[config.mk]
export PLATFORM = sky130hd
export DESIGN_NAME = fus_trace_buffer
export DESIGN_NICKNAME = d
export VERILOG_FILES = /design/src/rtl/fus_trace_buffer.sv
export SDC_FILE = /design/constraint.sdc
export NUM_CORES = 1
export LEC_CHECK = 0
export CORE_MARGIN = 5
export CORE_UTILIZATION = 53
export CTS_CLUSTER_SIZE = 16
export DETAILED_ROUTE_END_ITERATION = 6
export PLACE_DENSITY = 0.8
export SLEW_MARGIN = 20
export SYNTH_ARGS = -nofsm -noshare
export SYNTH_HDL_FRONTEND = slang
export SYNTH_SLANG_ARGS = --single-unit
[constraint.sdc]
create_clock -name clk -period 11.22 [get_ports clk]
set_input_delay 1.122 -clock clk [delete_from_list [all_inputs] [get_ports clk]]
set_output_delay 1.122 -clock clk [all_outputs]
set_load 0.005 [all_outputs]
[src/rtl/fus_trace_buffer.sv]
// fus_trace_buffer: watches the scoreboard FU status bus, turns ISSUE / READ /
// RELEASE transitions into records and queues them in a FWFT FIFO for a debug host.
// Optional build macro: FUS_TRACE_TIMESTAMP_EN adds a free-running timestamp field.
module fus_trace_buffer #(
    parameter int unsigned FU_NUM  = 6,
    parameter int unsigned Q_WIDTH = 3,
    parameter int unsigned DEPTH   = 8,
    parameter int unsigned TS_W    = 16,
    localparam int unsigned FUS_W    = 23 + 2 * Q_WIDTH,
    localparam int unsigned FU_IDX_W = $clog2(FU_NUM),
`ifdef FUS_TRACE_TIMESTAMP_EN
    localparam int unsigned REC_W    = TS_W + FU_IDX_W + 7,
`else
    localparam int unsigned REC_W    = FU_IDX_W + 7,
`endif
    localparam int unsigned CNT_W    = $clog2(DEPTH) + 1
) (
    input  logic                    clk,
    input  logic                    rst,
    input  logic                    en,
    input  logic [FU_NUM*FUS_W-1:0] fus_status,
    input  logic                    rd_en,
    output logic                    rd_valid,
    output logic [REC_W-1:0]        rd_data,
    output logic [CNT_W-1:0]        count,
    output logic [15:0]             drop_cnt
);
    localparam int unsigned PTR_W = $clog2(DEPTH);
    localparam int unsigned NCODE = 3;                        // 0:ISSUE 1:READ 2:RELEASE
    localparam int unsigned PL_W  = REC_W - FU_IDX_W - 2;     // pending payload {ts, fi}
    localparam int unsigned DRP_W = $clog2(NCODE * FU_NUM + 2);
    localparam int unsigned RJ_B  = 21 + 2 * Q_WIDTH;
    localparam int unsigned RK_B  = 22 + 2 * Q_WIDTH;
`ifndef FUS_TRACE_TIMESTAMP_EN
    localparam int unsigned UNUSED_TS_W = TS_W;
`endif

    logic [FU_NUM*FUS_W-1:0]                snap_q, snap_d;
    logic                                   prime_q, prime_d;
    logic [FU_NUM-1:1][NCODE-1:0]           pend_q, pend_d;
    logic [FU_NUM-1:1][NCODE-1:0][PL_W-1:0] pl_q, pl_d;
    logic [DEPTH-1:0][REC_W-1:0]            mem_q, mem_d;
    logic [PTR_W-1:0]                       wr_ptr_q, wr_ptr_d, rd_ptr_q, rd_ptr_d;
    logic [CNT_W-1:0]                       cnt_q, cnt_d;
    logic [15:0]                            drop_q, drop_d;
`ifdef FUS_TRACE_TIMESTAMP_EN
    logic [TS_W-1:0]                        ts_q, ts_d;
`endif

    logic [FU_NUM-1:1][NCODE-1:0] ev;
    logic [FU_NUM-1:1][4:0]       fi_old, fi_new;
    logic                         pop, push, gnt;
    logic [REC_W-1:0]             gnt_rec;
    logic [DRP_W-1:0]             n_drop;
    logic [16:0]                  drop_sum;
    logic                         unused_snap;

    // Event detection: compare each slot's new status with last cycle's snapshot
    always_comb begin
        ev     = '0;
        fi_old = '0;
        fi_new = '0;
        for (int unsigned k = 1; k < FU_NUM; k++) begin
            fi_old[k] = snap_q[k*FUS_W+6 +: 5];
            fi_new[k] = fus_status[k*FUS_W+6 +: 5];
            if (en && prime_q) begin
                ev[k][0] = fus_status[k*FUS_W] && (!snap_q[k*FUS_W] || (fi_new[k] != fi_old[k]));
                ev[k][1] = snap_q[k*FUS_W] && fus_status[k*FUS_W] && (fi_new[k] == fi_old[k])
                           && snap_q[k*FUS_W+RJ_B] && snap_q[k*FUS_W+RK_B]
                           && !(fus_status[k*FUS_W+RJ_B] && fus_status[k*FUS_W+RK_B]);
                ev[k][2] = snap_q[k*FUS_W] && !fus_status[k*FUS_W];
            end
        end
    end

    // Next state: arbitration, pending capture, FIFO and drop accounting
    always_comb begin
        snap_d   = snap_q;
        prime_d  = prime_q;
        pend_d   = pend_q;
        pl_d     = pl_q;
        mem_d    = mem_q;
        wr_ptr_d = wr_ptr_q;
        rd_ptr_d = rd_ptr_q;
        cnt_d    = cnt_q;
        gnt      = 1'b0;
        gnt_rec  = '0;
        n_drop   = '0;
        pop      = rd_en && (cnt_q != '0);
`ifdef FUS_TRACE_TIMESTAMP_EN
        ts_d     = ts_q + TS_W'(1);
`endif
        if (en) begin
            snap_d  = fus_status;
            prime_d = 1'b1;
        end
        // lowest slot first, ISSUE > READ > RELEASE within a slot
        for (int unsigned k = 1; k < FU_NUM; k++) begin
            for (int unsigned c = 0; c < NCODE; c++) begin
                if (!gnt && pend_q[k][c]) begin
                    gnt          = 1'b1;
                    pend_d[k][c] = 1'b0;
`ifdef FUS_TRACE_TIMESTAMP_EN
                    gnt_rec = {pl_q[k][c][PL_W-1:5], FU_IDX_W'(k), 2'(c + 1), pl_q[k][c][4:0]};
`else
                    gnt_rec = {FU_IDX_W'(k), 2'(c + 1), pl_q[k][c]};
`endif
                end
            end
        end
        push = gnt && ((cnt_q != CNT_W'(DEPTH)) || pop);
        if (gnt && !push) begin
            n_drop = n_drop + DRP_W'(1);
        end
        // a bit freed by this cycle's grant may be refilled without counting a drop
        for (int unsigned k = 1; k < FU_NUM; k++) begin
            for (int unsigned c = 0; c < NCODE; c++) begin
                if (ev[k][c]) begin
                    if (pend_d[k][c]) begin
                        n_drop = n_drop + DRP_W'(1);
                    end
                    pend_d[k][c]        = 1'b1;
                    pl_d[k][c][4:0]     = (c == 2) ? fi_old[k] : fi_new[k];
`ifdef FUS_TRACE_TIMESTAMP_EN
                    pl_d[k][c][PL_W-1:5] = ts_q;
`endif
                end
            end
        end
        if (push) begin
            mem_d[wr_ptr_q] = gnt_rec;
            wr_ptr_d        = wr_ptr_q + PTR_W'(1);
        end
        if (pop) begin
            rd_ptr_d = rd_ptr_q + PTR_W'(1);
        end
        if (push && !pop) begin
            cnt_d = cnt_q + CNT_W'(1);
        end else if (pop && !push) begin
            cnt_d = cnt_q - CNT_W'(1);
        end
        drop_sum = 17'(drop_q) + 17'(n_drop);
        drop_d   = drop_sum[16] ? 16'hFFFF : drop_sum[15:0];
    end

    // State registers with synchronous reset
    always_ff @(posedge clk) begin
        if (rst) begin
            snap_q   <= '0;
            prime_q  <= 1'b0;
            pend_q   <= '0;
            pl_q     <= '0;
            mem_q    <= '0;
            wr_ptr_q <= '0;
            rd_ptr_q <= '0;
            cnt_q    <= '0;
            drop_q   <= '0;
`ifdef FUS_TRACE_TIMESTAMP_EN
            ts_q     <= '0;
`endif
        end else begin
            snap_q   <= snap_d;
            prime_q  <= prime_d;
            pend_q   <= pend_d;
            pl_q     <= pl_d;
            mem_q    <= mem_d;
            wr_ptr_q <= wr_ptr_d;
            rd_ptr_q <= rd_ptr_d;
            cnt_q    <= cnt_d;
            drop_q   <= drop_d;
`ifdef FUS_TRACE_TIMESTAMP_EN
            ts_q     <= ts_d;
`endif
        end
    end

    // FWFT read side and status outputs
    assign rd_valid    = (cnt_q != '0);
    assign rd_data     = rd_valid ? mem_q[rd_ptr_q] : '0;
    assign count       = cnt_q;
    assign drop_cnt    = drop_q;
    assign unused_snap = ^snap_q;

endmodule

==> qor.csv <==
metric;value;unit
outcome;completed;
endpoint of the most critical setup path;drop_cnt[6];
worst reg2reg path endpoint;drop_cnt[6];
worst ir drop on vdd;0.1132;mV
arrival time worst endpoint;10.89;ns
final number of setup-violating endpoints;0;
cts-stage hold buffer count;0;
reg2reg start;pend_q[6];
achievable frequency;94.89;MHz
most common cell after layout, fill and taps aside;nor2_1;
DRC violations left;0;
count of standard-cell rows;54;
register-to-register setup slack;0.83;ns
critical-path cell with the highest stage delay;clkdlybuf4s50_1;
Min Hold Slack;0.4881;ns
top fanout value on the critical path;9;
max-capacitance violation count;0;
main flop type after synthesis;dfxtp_1;
largest area contributor in the netlist;dfxtp_1;
routed length per placed instance;16.82;um
number of global-route vias before repair;9328;
critical path start-end classification;input pin to flip-flop;
clock latency reported for the late side of the worst-skew pair;0.52;ns
I/O pin cnt;209;
start point of the critical path;rd_en;
fraction of layout instances using a drive strength above 1;10.29;%
final cell count without fillers;1670;
Final min period;10.54;ns
# nets final;1578;
wire length of the first global-routing pass;45.94;mm
CP Data Required Time;11.57;ns
detailed-route vias per instance;5.813;
Initial DRC Count;662;
drt first pass iters;7;
routability congestion estimate from global placement;0.8560;
slew at the pin closest to its max-slew limit;1.139;ns
Synth warnings;0;
Final period util;93.92;%
Die Outline Area;25420;um^2
crit start category;input pin;
clock transition time at the flip-flop clock pins of the worst setup and hold paths;0.06;ns
overall global routing resource usage;21.02;%
setup skew after layout;0.02134;ns
ranking of synthesized cells by area;dfxtp_1 40%, mux2i_1 13%, nor2_1 8.8%;
cell area after synthesis;11840;um^2
overall routed net length;28.08;mm
global-route congestion overflow total;0;
setup TNS;0;ns
r2r worst-path depth;51;
final antenna-violating net count;0;
Placeable Area;21890;um^2
via total after detailed routing;9707;
Die X-Extent;159.5;um
number of instances in the synthesized netlist;1308;
number of buffers created by CTS;25;
maximum single-stage delay on the critical path;0.46;ns
Clock H-tree levels;1;
sequential share of the synthesized area;40.08;%
root cell of the clock tree;clkbuf_16;
leakage power;5.496;nW
Placed Instances;1625;
Post-synth EDFFs;0;
number of distinct library cell variants in the gate-level netlist after synthesis;80;
Die Height;159.5;um
initial antenna violation count;0;
share of flip-flops with an asynchronous set or reset;0;%
port bufs;74;
most frequent CP cell;ha_1;
most frequent cells in the layout;276 x nor2_1, 237 x dfxtp_1, 150 x mux2i_1;
Area growth syn-to-layout;16.65;%
TritonCTS clock tree;yes;
average instance area after synthesis;9.050;um^2
Max-Slew Margin vs Limit;23.99;%
total of flip-flops plus latches after synthesis;237;
maximum number of pins on one net before global-route repair;141;
post-synthesis net count;1512;
Max Root-Sink Buffers;3;
classification of the worst-slack hold path;flip-flop to flip-flop;
sort of element at the end of the critical path;flip-flop;
Post-DP HPWL;19.65;mm
PD cells;145.4;nW/um^2
area fraction of the dominant cell type after synthesis;40.08;%
Final Max Tran Viols;0;
number of hold violations in the final report;0;
clock sinks;237;
Antenna Cells;0;
Initial Utilization;54.08;%
-- repair_timing --
item | in CTS | in global routing
gates resized for setup | 0 | 5
setup endpoints to repair | 0 | 16
setup buffers | 0 | 1
-- metal layers --
metal	part of all wire [%]	global-route usage, %	vias up
met5	0	0	-
met4	2.1	5.079	0
met3	5.7	3.288	38
met2	49	36.80	265
met1	43	27.30	4623
li1	-	-	4781
-- synthesized netlist by cell type, types with 6 or more instances --
cell / count
nand4_1: 6
nor4_1: 12
a31oi_1: 6
and3_1: 11
o21ai_0: 24
nand2_1: 82
clkbuf_1: 54
nand3_1: 23
xnor2_1: 42
dfxtp_1: 237
mux4_2: 20
nor2_1: 276
ha_1: 24
a211oi_1: 66
buf_1: 6
xor2_1: 30
nor3_1: 21
a21oi_1: 63
inv_1: 30
and2_1: 8
mux2i_1: 150
buf_2: 7
-- registers in the layout (all words and copies together) (netlist names) --
signal	cells
snap_q	40
wr_ptr_q	3
pl_q	75
drop_cnt	16
prime_q	1
rd_ptr_q	3
mem_q	80
count	4
pend_q	15
-- metrics by stage --
stage / total power, mW / cell area (um^2) / setup WS (ns) / utilization, %
finish: 2.008 / 13810 / 0.6817 / 63.08
global route: 2.088 / 13810 / -0.02389 / 63.08
CTS: 2.021 / 13760 / 0.4209 / 62.88
detailed placement: 1.210 / 12940 / -0.03188 / 59.11
global placement: 1.200 / 12940 / 0.1536 / 59.11
floorplan: 1.106 / 11840 / 1.108 / -
-- logic make-up (layout without fill, tap and decap cells) --
group,after synthesis,after routing,share of synthesized area (%)
xor+xnor,75,75,5.834
fa+ha+maj,26,26,2.875
flops,237,237,40.08
compound gates,215,215,12.73
mux,174,174,16.90
buf+inv,98,180,3.213
simple gates,483,483,18.37
-- cell type report --
cell class                      instances  area [um^2]
Fill cell                            1788         8083
Tap cell                              280        350.3
Multi-Input combinational cell        973         6794
Clock inverter                          9        85.08
Inverter                               30        112.6
Clock buffer                           34        739.5
Sequential cell                       237         4745
Timing Repair Buffer                  107        982.2
-- worst min path at each step --
stage,end,start,cells after the start,slack [ns]
6_report,mem_q[72],mem_q[72],2,0.49
5_1_grt,mem_q[62],mem_q[62],2,0.50
4_1_cts,mem_q[60],mem_q[60],2,0.49
3_5_place_dp,mem_q[60],mem_q[60],2,0.48
3_3_place_gp,mem_q[70],mem_q[70],2,0.47
2_1_floorplan,pl_q[40],pl_q[40],2,0.45
-- critical path: cells and delay by family --
kind	cells	cell delay [ns]
and+or+nand+nor	16	2.24
AOI/OAI and AO/OA	10	1.48
buffers and inverters	7	1.17
xor gates and xnor gates	2	0.37
adders and majority gates	11	3.31
muxes	5	1.15
-- power breakdown --
group          internal (mW)  leakage (nW)  total (mW)  switching (mW)
clock                  0.483         0.402       0.811           0.328
sequential             0.871          1.92       0.909          0.0382
combinational          0.138          3.17       0.288           0.150
total                   1.49          5.50        2.01           0.517
Note: power is estimated with default switching activity, not from simulation.
